## config.mk

```make
export PLATFORM = sky130hd
export DESIGN_NAME = id_ex_stage
export DESIGN_NICKNAME = d
export VERILOG_FILES = /design/src/rtl/id_ex_stage.sv
export SDC_FILE = /design/constraint.sdc
export NUM_CORES = 1
export LEC_CHECK = 0
export BUFFER_PORTS_ARGS = -buffer_cell sky130_fd_sc_hd__buf_4
export CAP_MARGIN = 10
export CELL_PAD_IN_SITES_DETAIL_PLACEMENT = 1
export CELL_PAD_IN_SITES_GLOBAL_PLACEMENT = 1
export CORE_MARGIN = 4
export CORE_UTILIZATION = 29
export CTS_BUF_LIST = sky130_fd_sc_hd__clkbuf_16
export DETAILED_ROUTE_END_ITERATION = 8
export HOLD_SLACK_MARGIN = 0.03
export PLACE_DENSITY_LB_ADDON = 0.05
export SLEW_MARGIN = 0
export SYNTH_ARGS = -nofsm -noshare
export SYNTH_HDL_FRONTEND = slang
export SYNTH_SLANG_ARGS = --single-unit
```

## constraint.sdc

```tcl
create_clock -name clk -period 1.3 [get_ports clk]
set_clock_uncertainty 0.15 [all_clocks]
set_input_delay 0.195 -clock clk [delete_from_list [all_inputs] [get_ports clk]]
set_output_delay 0.195 -clock clk [all_outputs]
set_load 0.05 [all_outputs]
```

## src/rtl/id_ex_stage.sv

```systemverilog
// ID/EX pipeline register for the pipelined RV32I core.
// Captures the decode-stage control word and operands and presents them to
// execute one cycle later. Supports hold (stall_E) and bubble insertion
// (flush_E), and produces the load-use hazard detect (lwStall).
// Optional feature: define ID_EX_PERF_CNT_EN to build the saturating
// bubble counter. Without it, bubble_cnt is tied to zero and no counter flops exist.
module id_ex_stage #(
  parameter int XLEN = 32
) (
  input  logic            clk,
  input  logic            rst,
  input  logic            valid_D,
  input  logic            stall_E,
  input  logic            flush_E,
  input  logic            RegWrite_D,
  input  logic            MemWrite_D,
  input  logic            Branch_D,
  input  logic            ALUSrc_b_D,
  input  logic [1:0]      Jump_D,
  input  logic [1:0]      ResultSrc_D,
  input  logic [1:0]      ALUSrc_a_D,
  input  logic [3:0]      ALU_Control_D,
  input  logic [2:0]      Funct3_D,
  input  logic [XLEN-1:0] PC_D,
  input  logic [XLEN-1:0] PCPlus4_D,
  input  logic [XLEN-1:0] RD1_D,
  input  logic [XLEN-1:0] RD2_D,
  input  logic [XLEN-1:0] ImmExt_D,
  input  logic [4:0]      Rs1_D,
  input  logic [4:0]      Rs2_D,
  input  logic [4:0]      Rd_D,
  output logic            RegWrite_E,
  output logic            MemWrite_E,
  output logic            Branch_E,
  output logic            ALUSrc_b_E,
  output logic [1:0]      Jump_E,
  output logic [1:0]      ResultSrc_E,
  output logic [1:0]      ALUSrc_a_E,
  output logic [3:0]      ALU_Control_E,
  output logic [2:0]      Funct3_E,
  output logic [XLEN-1:0] PC_E,
  output logic [XLEN-1:0] PCPlus4_E,
  output logic [XLEN-1:0] RD1_E,
  output logic [XLEN-1:0] RD2_E,
  output logic [XLEN-1:0] ImmExt_E,
  output logic [4:0]      Rs1_E,
  output logic [4:0]      Rs2_E,
  output logic [4:0]      Rd_E,
  output logic            valid_E,
  output logic            lwStall,
  output logic [31:0]     bubble_cnt
);

  logic            r_valid;
  logic            r_reg_write;
  logic            r_mem_write;
  logic            r_branch;
  logic            r_alu_src_b;
  logic [1:0]      r_jump;
  logic [1:0]      r_result_src;
  logic [1:0]      r_alu_src_a;
  logic [3:0]      r_alu_control;
  logic [2:0]      r_funct3;
  logic [XLEN-1:0] r_pc;
  logic [XLEN-1:0] r_pc_plus4;
  logic [XLEN-1:0] r_rd1;
  logic [XLEN-1:0] r_rd2;
  logic [XLEN-1:0] r_imm_ext;
  logic [4:0]      r_rs1;
  logic [4:0]      r_rs2;
  logic [4:0]      r_rd;

  logic            w_load;
  logic            w_clear;
  logic            w_lw_in_e;
  logic            w_rs_match;

  // A flush behaves exactly like reset for the pipeline slot; only the
  // counter distinguishes the two.
  assign w_clear = rst | flush_E;
  assign w_load  = ~stall_E;

  // Pipeline slot: clear on reset/flush, hold on stall, otherwise capture.
  // Side-effect bits are gated by valid_D so an empty slot is always a NOP.
  always_ff @(posedge clk) begin
    if (w_clear) begin
      r_valid       <= 1'b0;
      r_reg_write   <= 1'b0;
      r_mem_write   <= 1'b0;
      r_branch      <= 1'b0;
      r_alu_src_b   <= 1'b0;
      r_jump        <= 2'b00;
      r_result_src  <= 2'b00;
      r_alu_src_a   <= 2'b00;
      r_alu_control <= 4'h0;
      r_funct3      <= 3'h0;
      r_pc          <= '0;
      r_pc_plus4    <= '0;
      r_rd1         <= '0;
      r_rd2         <= '0;
      r_imm_ext     <= '0;
      r_rs1         <= 5'd0;
      r_rs2         <= 5'd0;
      r_rd          <= 5'd0;
    end else if (w_load) begin
      r_valid       <= valid_D;
      r_reg_write   <= RegWrite_D & valid_D;
      r_mem_write   <= MemWrite_D & valid_D;
      r_branch      <= Branch_D & valid_D;
      r_alu_src_b   <= ALUSrc_b_D;
      r_jump        <= Jump_D & {2{valid_D}};
      r_result_src  <= ResultSrc_D;
      r_alu_src_a   <= ALUSrc_a_D;
      r_alu_control <= ALU_Control_D;
      r_funct3      <= Funct3_D;
      r_pc          <= PC_D;
      r_pc_plus4    <= PCPlus4_D;
      r_rd1         <= RD1_D;
      r_rd2         <= RD2_D;
      r_imm_ext     <= ImmExt_D;
      r_rs1         <= Rs1_D;
      r_rs2         <= Rs2_D;
      r_rd          <= Rd_D;
    end
  end

  assign valid_E       = r_valid;
  assign RegWrite_E    = r_reg_write;
  assign MemWrite_E    = r_mem_write;
  assign Branch_E      = r_branch;
  assign ALUSrc_b_E    = r_alu_src_b;
  assign Jump_E        = r_jump;
  assign ResultSrc_E   = r_result_src;
  assign ALUSrc_a_E    = r_alu_src_a;
  assign ALU_Control_E = r_alu_control;
  assign Funct3_E      = r_funct3;
  assign PC_E          = r_pc;
  assign PCPlus4_E     = r_pc_plus4;
  assign RD1_E         = r_rd1;
  assign RD2_E         = r_rd2;
  assign ImmExt_E      = r_imm_ext;
  assign Rs1_E         = r_rs1;
  assign Rs2_E         = r_rs2;
  assign Rd_E          = r_rd;

  // Load-use hazard. Rs2 is compared for every opcode; a false stall on an
  // I-type instruction costs one cycle but is never incorrect.
  assign w_lw_in_e  = r_valid & (r_result_src == 2'b01) & (r_rd != 5'd0);
  assign w_rs_match = (r_rd == Rs1_D) | (r_rd == Rs2_D);
  assign lwStall    = w_lw_in_e & valid_D & w_rs_match;

`ifdef ID_EX_PERF_CNT_EN
  logic [31:0] r_bubble_cnt;
  logic        w_bubble;

  // An edge leaves an empty slot on a flush, an invalid load, or a stall
  // that holds an already empty slot.
  assign w_bubble = flush_E | (~stall_E & ~valid_D) | (stall_E & ~r_valid);

  // Saturating bubble counter.
  always_ff @(posedge clk) begin
    if (rst) begin
      r_bubble_cnt <= 32'h0;
    end else if (w_bubble && (r_bubble_cnt != 32'hFFFF_FFFF)) begin
      r_bubble_cnt <= r_bubble_cnt + 32'h1;
    end
  end

  assign bubble_cnt = r_bubble_cnt;
`else
  assign bubble_cnt = 32'h0;
`endif

endmodule

```

==> results.sh, run 1 <==
export IMPL_die_h_um=167
export IMPL_p_leak_nw=6.86
export IMPL_cts_buffers=17
export IMPL_dr_pass1_iters=4
export IMPL_ir_drop_mv=0.682
export IMPL_hold_ws_ps=123
export IMPL_vias=7066
export IMPL_pwr_share_seq_pct=42.4
export IMPL_start_util_pct=29.7
export IMPL_p_comb_share_pct=22.5
export IMPL_cp_slowest_cell="dfxtp_4"
export IMPL_cp_arrival_ps=1810
export IMPL_fin_nets=1474
export IMPL_antenna_found_initial=1
export IMPL_drt_drc_violations_left=0
export IMPL_period_needed_ps=2160
export IMPL_power_density_nw_per_um2=1010
export IMPL_synth_area_um2=7290
export IMPL_layout_commonest_cell="buf_4"
export IMPL_n_fill_cell=2526
export IMPL_cellInternalPower_mw=10.5
export IMPL_syn_inst=676
export IMPL_path_class="reg2out"
export IMPL_slew_violations=0
export IMPL_register_area_um2=4120
export IMPL_cp_cell_sequence="xor2_1 -> nor3_1 -> nand3_1 -> a221oi_4 -> buf_6"
export IMPL_crit_required_ps=950
export IMPL_track_usage_pct=20.1
export IMPL_final_layout_size_suffix_gt1_share_pct=51.1
export IMPL_max_cap_violations=0
export IMPL_hold_class="in2reg"
export IMPL_clock_latency_ps=420
export IMPL_final_cell_mix="buf_4 (221), nor2_1 (194), dlygate4sd3_1 (193)"
export IMPL_p_clk_share_pct=35.1
export IMPL_synthTopCellsByArea="dfxtp_1 (53%), mux2i_1 (26%), nor2_1 (10%)"
export IMPL_ys_ff_latch=193
export IMPL_crit_path_max_incr_delay_ps=360
export IMPL_clk_pin_slew_worst_paths_ps=70
export IMPL_dpl_hpwl_um=19000
export IMPL_place_ws_ps=-458
export IMPL_overflow=0
export IMPL_grt_pass1_wl_um=44700
export IMPL_avgRoutedWirePerCell_um=18.7
export IMPL_syn2layout_area_growth_pct=102
export IMPL_avgSynthCellArea_um2=10.8
export IMPL_wirelength_um=30100
export IMPL_synth_top_area_cell="dfxtp_1"
export IMPL_power_switching_share_pct=29.7
export IMPL_clockBufferDepth=2
export IMPL_core_um2=24500
export IMPL_viasPerCell=4.38
export IMPL_cts_tree="yes"
export IMPL_h_tree_depth=4
export IMPL_grt_pass1_vias=7797
export IMPL_outcome="complete, but fails checks"
export IMPL_cp_end_kind="primary output"
export IMPL_yosysSeqAreaShare_pct=53.0
export IMPL_instances_no_fill=1615
export IMPL_ant_nets=0
export IMPL_multi_input_area_um2=2930
export IMPL_root_buffer="clkbuf_16"
export IMPL_dieArea_um2=27700
export IMPL_die_x_um=167
export IMPL_cp_max_fo=3
export IMPL_yosysWarnings=0
export IMPL_portBuffers=390
export IMPL_synthDistinctLibCells=18
export IMPL_violations="setup timing"
export IMPL_numClockSinks=193
export IMPL_cp_start_kind="flop"
export IMPL_grt_max_degree=50
export IMPL_worst_slack_ps=-858
export IMPL_synth_top_area_share_pct=53.0
export IMPL_power_mw=14.9
export IMPL_finalSetupViolCount=9
export IMPL_gp_congestion=0.754
export IMPL_dp_cells=1372
export IMPL_rsz0062_at_grt="true"
export IMPL_timing_setup_tns_ps=-1550
export IMPL_io_pins=423
export IMPL_first_iter_violations=228
export IMPL_fin_crit_sh_pct=166
export IMPL_rows=57
export IMPL_fmax_mhz=463
export IMPL_p_sw_mw=4.42
export IMPL_final_hold_viol_count=0
==> final timing paths <==
kind | from | endpoint | slack (ps) | cells after the start
worst min register to register | RD1_E[24] | RD1_E[24] | 350 | 2
worst min-delay path | rst | ALU_Control_E[2] | 120 | 4
worst max register to register | Rd_E[1] | Rd_E[1] | 270 | 4
worst max-delay path | Rd_E[1] | lwStall | -860 | 5
==> routing by layer <==
| metal | vias to the layer above | routed length [um] | part of all wire (%) | global-route usage [%] |
|---|---|---|---|---|
| li1 | 3372 | - | - | - |
| met3 | 40 | 2470 | 8.2 | 7.35 |
| met2 | 274 | 15900 | 53 | 35.7 |
| met5 | - | 0 | 0 | 0 |
| met1 | 3380 | 11000 | 37 | 22.3 |
| met4 | 0 | 749 | 2.5 | 6.79 |
==> critical path: cells and delay by family, from the launching register on <==
kind / cells / cell delay (ps)
XOR/XNOR: 1 / 140
flip-flops: 1 / 360
AO/OA/AOI/OAI: 1 / 310
AND/OR/NAND/NOR: 2 / 370
buffers and inverters: 1 / 200
==> cells in the mapped netlist <==
cell type,instances
buf_2,4
xor2_1,6
a21oi_1,1
buf_6,20
mux2i_1,187
a221oi_2,1
or2_1,1
nor2b_2,1
nand3_1,2
nor3_1,3
clkbuf_1,3
xnor2_1,4
a22oi_1,5
conb_1,1
dfxtp_1,193
nand4b_1,1
buf_4,49
nor2_1,194
==> per-stage QoR <==
| step | util [%] | instance area [um2] |
|---|---|---|
| after floorplan | - | 7430 |
| after global placement | 42.7 | 10500 |
| after detailed placement | 42.7 | 10500 |
| after CTS | 58.0 | 14200 |
| after global routing | 60.0 | 14700 |
| final | 60.0 | 14700 |
==> power by group through the flow <==
stage,Sequential (mW),Combinational (mW),Clock (mW)
3_3_place_gp,6.33,2.52,0
5_1_grt,6.33,3.53,5.65
6_report,6.30,3.35,5.22
4_1_cts,6.28,3.22,5.38
3_5_place_dp,6.34,2.54,0
2_1_floorplan,7.00,0.992,0
==> repair_timing <==
| action | CTS | global route |
|---|---|---|
| hold buffers | 193 | 0 |
| pin swaps | 6 | 0 |
| endpoints found under the hold margin | 193 | 0 |
| gates cloned | 0 | 0 |
| gates resized for setup | 456 | 105 |
| endpoints found under the setup margin | 194 | 174 |
| setup buffers | 3 | 15 |
==> registers in the layout, indices dropped and copies added, names as in the netlist <==
signal / count
ImmExt_E: 32
PCPlus4_E: 32
PC_E: 32
RD1_E: 32
RD2_E: 32
Rd_E: 5
Rs1_E: 5
Rs2_E: 5
ALU_Control_E: 4
Funct3_E: 3
ALUSrc_a_E: 2
Jump_E: 2
ResultSrc_E: 2
ALUSrc_b_E: 1
Branch_E: 1
MemWrite_E: 1
RegWrite_E: 1
valid_E: 1
==> cells by family after synthesis <==
family          count (synthesis)  share of synthesized area (%)
mux                           187                           25.7
compound gates                  7                          0.790
xor+xnor                       10                           1.20
simple gates                  202                           10.7
flops                         193                           53.0
buf+inv                        76                           8.57
other cells                     1                         0.0515
==> cell type report <==
class                           instances  area share [%]
Clock buffer                           17            2.89
Clock inverter                         15           0.926
Multi-Input combinational cell        438            19.9
Tap cell                              324            2.75
Antenna cell                            1          0.0170
Timing Repair Buffer                  627            45.5
Sequential cell                       193            28.0
No activity file was read; power rests on OpenSTA's default activity.
==> run 2: changes to the inputs <==
--- a/config.mk
+++ b/config.mk
@@ -6,13 +6,12 @@
 export NUM_CORES = 1
 export LEC_CHECK = 0
 export BUFFER_PORTS_ARGS = -buffer_cell sky130_fd_sc_hd__buf_4
-export CAP_MARGIN = 10
 export CELL_PAD_IN_SITES_DETAIL_PLACEMENT = 1
 export CELL_PAD_IN_SITES_GLOBAL_PLACEMENT = 1
-export CORE_MARGIN = 4
-export CORE_UTILIZATION = 29
+export CORE_AREA = 4 4 161 163
 export CTS_BUF_LIST = sky130_fd_sc_hd__clkbuf_16
 export DETAILED_ROUTE_END_ITERATION = 8
+export DIE_AREA = 0 0 165 167
 export HOLD_SLACK_MARGIN = 0.03
 export PLACE_DENSITY_LB_ADDON = 0.05
 export SLEW_MARGIN = 0
==> constraint.sdc (replaced) <==
create_clock -name clk -period 2.55 [get_ports clk]
set_clock_uncertainty 0.15 [all_clocks]
set_input_delay 0.255 -clock clk [delete_from_list [all_inputs] [get_ports clk]]
set_output_delay 0.255 -clock clk [all_outputs]
set_load 0.05 [all_outputs]
==> run 2 against run 1 <==
Against the previous run: the run now ends clean; worst setup slack improved by 1100 ps; critical path depth rose by 2; global-route usage shrank 1.3 points; worst hold slack improved by 27 ps; final cell count down 2.2%; clock power shrank 51%; critical endpoint unchanged; non-clock buffer count down 35; cell area fell by 13%; critical path type is now in2out; total power fell by 51%.
==> results.sh, run 2 (synthesis results as in run 1) <==
export IMPL_grt_pass1_wl_um=40600
export IMPL_cp_start_kind="primary input"
export IMPL_grt_pass1_vias=7208
export IMPL_fin_crit_sh_pct=91.5
export IMPL_crit_top_cell="buf_4"
export IMPL_root_buffer="clkbuf_16"
export IMPL_dp_cells=1355
export IMPL_p_comb_share_pct=21.0
export IMPL_ant_nets=0
export IMPL_fmax_mhz=429
export IMPL_antenna_found_initial=1
export IMPL_clockBufferDepth=2
export IMPL_cts_tree="yes"
export IMPL_n_fill_cell=2688
export IMPL_rows=57
export IMPL_p_leak_nw=6.24
export IMPL_timing_rr_end="RD2_E[29]"
export IMPL_cp_end_kind="primary output"
export IMPL_cp_max_fo=2
export IMPL_ff2ff_path_depth=2
export IMPL_cts_setup_buffers=0
export IMPL_overflow=0
export IMPL_timing_setup_tns_ps=0
export IMPL_start_util_pct=30.0
export IMPL_final_layout_size_suffix_gt1_share_pct=34.5
export IMPL_vias=6741
export IMPL_cts_buffers=17
export IMPL_worst_slack_ps=217
export IMPL_ff2ff_setup_slack_ps=1690
export IMPL_cp_slowest_cell="dlygate4sd3_1"
export IMPL_max_cap_violations=0
export IMPL_dr_pass1_iters=4
export IMPL_final_cell_mix="buf_4 (393), nor2_1 (194), dfxtp_1 (193)"
export IMPL_first_iter_violations=228
export IMPL_dpl_hpwl_um=18900
export IMPL_finalSetupViolCount=0
export IMPL_power_density_nw_per_um2=567
export IMPL_wirelength_um=26900
export IMPL_track_usage_pct=18.8
export IMPL_cellInternalPower_mw=5.08
export IMPL_die_h_um=167
export IMPL_syn2layout_area_growth_pct=75.0
export IMPL_portBuffers=390
export IMPL_core_um2=24300
export IMPL_p_sw_mw=2.16
export IMPL_viasPerCell=4.27
export IMPL_slew_violations=0
export IMPL_instances_no_fill=1580
export IMPL_fin_nets=1439
export IMPL_cp_cell_sequence="dlygate4sd3_1 -> buf_4 -> xor2_1 -> nor3_1 -> nand3_1 -> a221oi_2 -> buf_4"
export IMPL_clock_latency_ps=420
export IMPL_drt_drc_violations_left=0
export IMPL_min_to="ResultSrc_E[0]"
export IMPL_hp_start="stall_E"
export IMPL_crit_path_max_incr_delay_ps=550
export IMPL_worstSetupStartpoint="Rs2_D[1]"
export IMPL_final_hold_viol_count=0
export IMPL_pwr_share_seq_pct=43.8
export IMPL_rsz0062_at_grt="false"
export IMPL_grt_max_degree=64
export IMPL_crit_required_ps=2140
export IMPL_outcome="finished, final reports clean"
export IMPL_ir_drop_mv=0.333
export IMPL_h_tree_depth=4
export IMPL_rr_startpoint="RD2_E[29]"
export IMPL_die_x_um=165
export IMPL_cp_arrival_ps=1930
export IMPL_avgRoutedWirePerCell_um=17.0
export IMPL_hold_class="in2reg"
export IMPL_gp_congestion=0.725
export IMPL_path_class="in2out"
export IMPL_hold_path_depth=3
export IMPL_p_clk_share_pct=35.3
export IMPL_power_switching_share_pct=29.8
export IMPL_numClockSinks=193
export IMPL_dieArea_um2=27600
export IMPL_layout_commonest_cell="buf_4"
export IMPL_utilization_pct=52.4
export IMPL_place_ws_ps=763
export IMPL_period_needed_ps=2330
export IMPL_clk_pin_slew_worst_paths_ps=70
export IMPL_path_buf_inv=3
export IMPL_cp_top_family="buffers and inverters"
export IMPL_io_pins=423
export IMPL_power_mw=7.23
[run 2: cell types whose count changed in the layout (fill, tap and decap cells not counted), moves of 4 or more]
cell and change:
clkinvlp_4 -4, buf_4 +172, buf_12 -9, dfxtp_1 +193, clkinv_4 +5, dfxtp_4 -6
dfxtp_2 -187, buf_6 -42, buf_8 -155
[run 2: final cells by class]
cell class	instances	area, um2	share of cell area [%]
repair buffers	592	5010	39.3
flip-flops and latches	193	3860	30.3
multi-input cells	438	2920	22.9
clock buffers	17	425	3.34
well taps	324	405	3.18
clock inverters	15	128	1.00
diodes	1	2.50	0.0196
[run 2: worst max path at each step]
stage	endpoint	slack [ps]	cells after the start
after detailed placement	lwStall	760	5
after global placement	lwStall	780	6
after global routing	lwStall	90	7
after CTS	lwStall	170	7
after floorplan	lwStall	240	4
final	lwStall	220	7
[run 2: worst min-delay path: cells and delay by family]
family | cells | cell delay [ps]
and+or+nand+nor | 1 | 70
muxes | 1 | 160
buffers and inverters | 1 | 190
[run 2: power groups by stage]
stage               combinational [mW]  clock [mW]  sequential [mW]
finish                            1.52        2.55             3.17
global placement                  1.26           0             3.23
detailed placement                1.27           0             3.24
CTS                               1.52        2.65             3.17
floorplan                        0.504           0             3.57
global route                      1.61        2.77             3.18
[run 2: timing repair]
| item | in CTS | in global routing |
|---|---|---|
| hold endpoints to repair | 192 | 0 |
| setup endpoints to repair | 0 | 0 |
| gates resized for setup | 0 | 0 |
| hold buffers | 192 | 0 |
[run 2: through the flow]
step / hold WS, ps / instance area (um2)
floorplan: 249 / 7400
global placement: 325 / 10300
detailed placement: 336 / 10300
CTS: 138 / 12700
global route: 152 / 12700
finish: 150 / 12700
[run 2: routing by layer]
metal | track usage [%] | wire [um] | up-vias
met1 | 20.2 | 10100 | 3167
met5 | 0 | 0 | -
met2 | 34.3 | 14000 | 247
met4 | 5.64 | 456 | 0
li1 | - | - | 3301
met3 | 6.67 | 2380 | 26
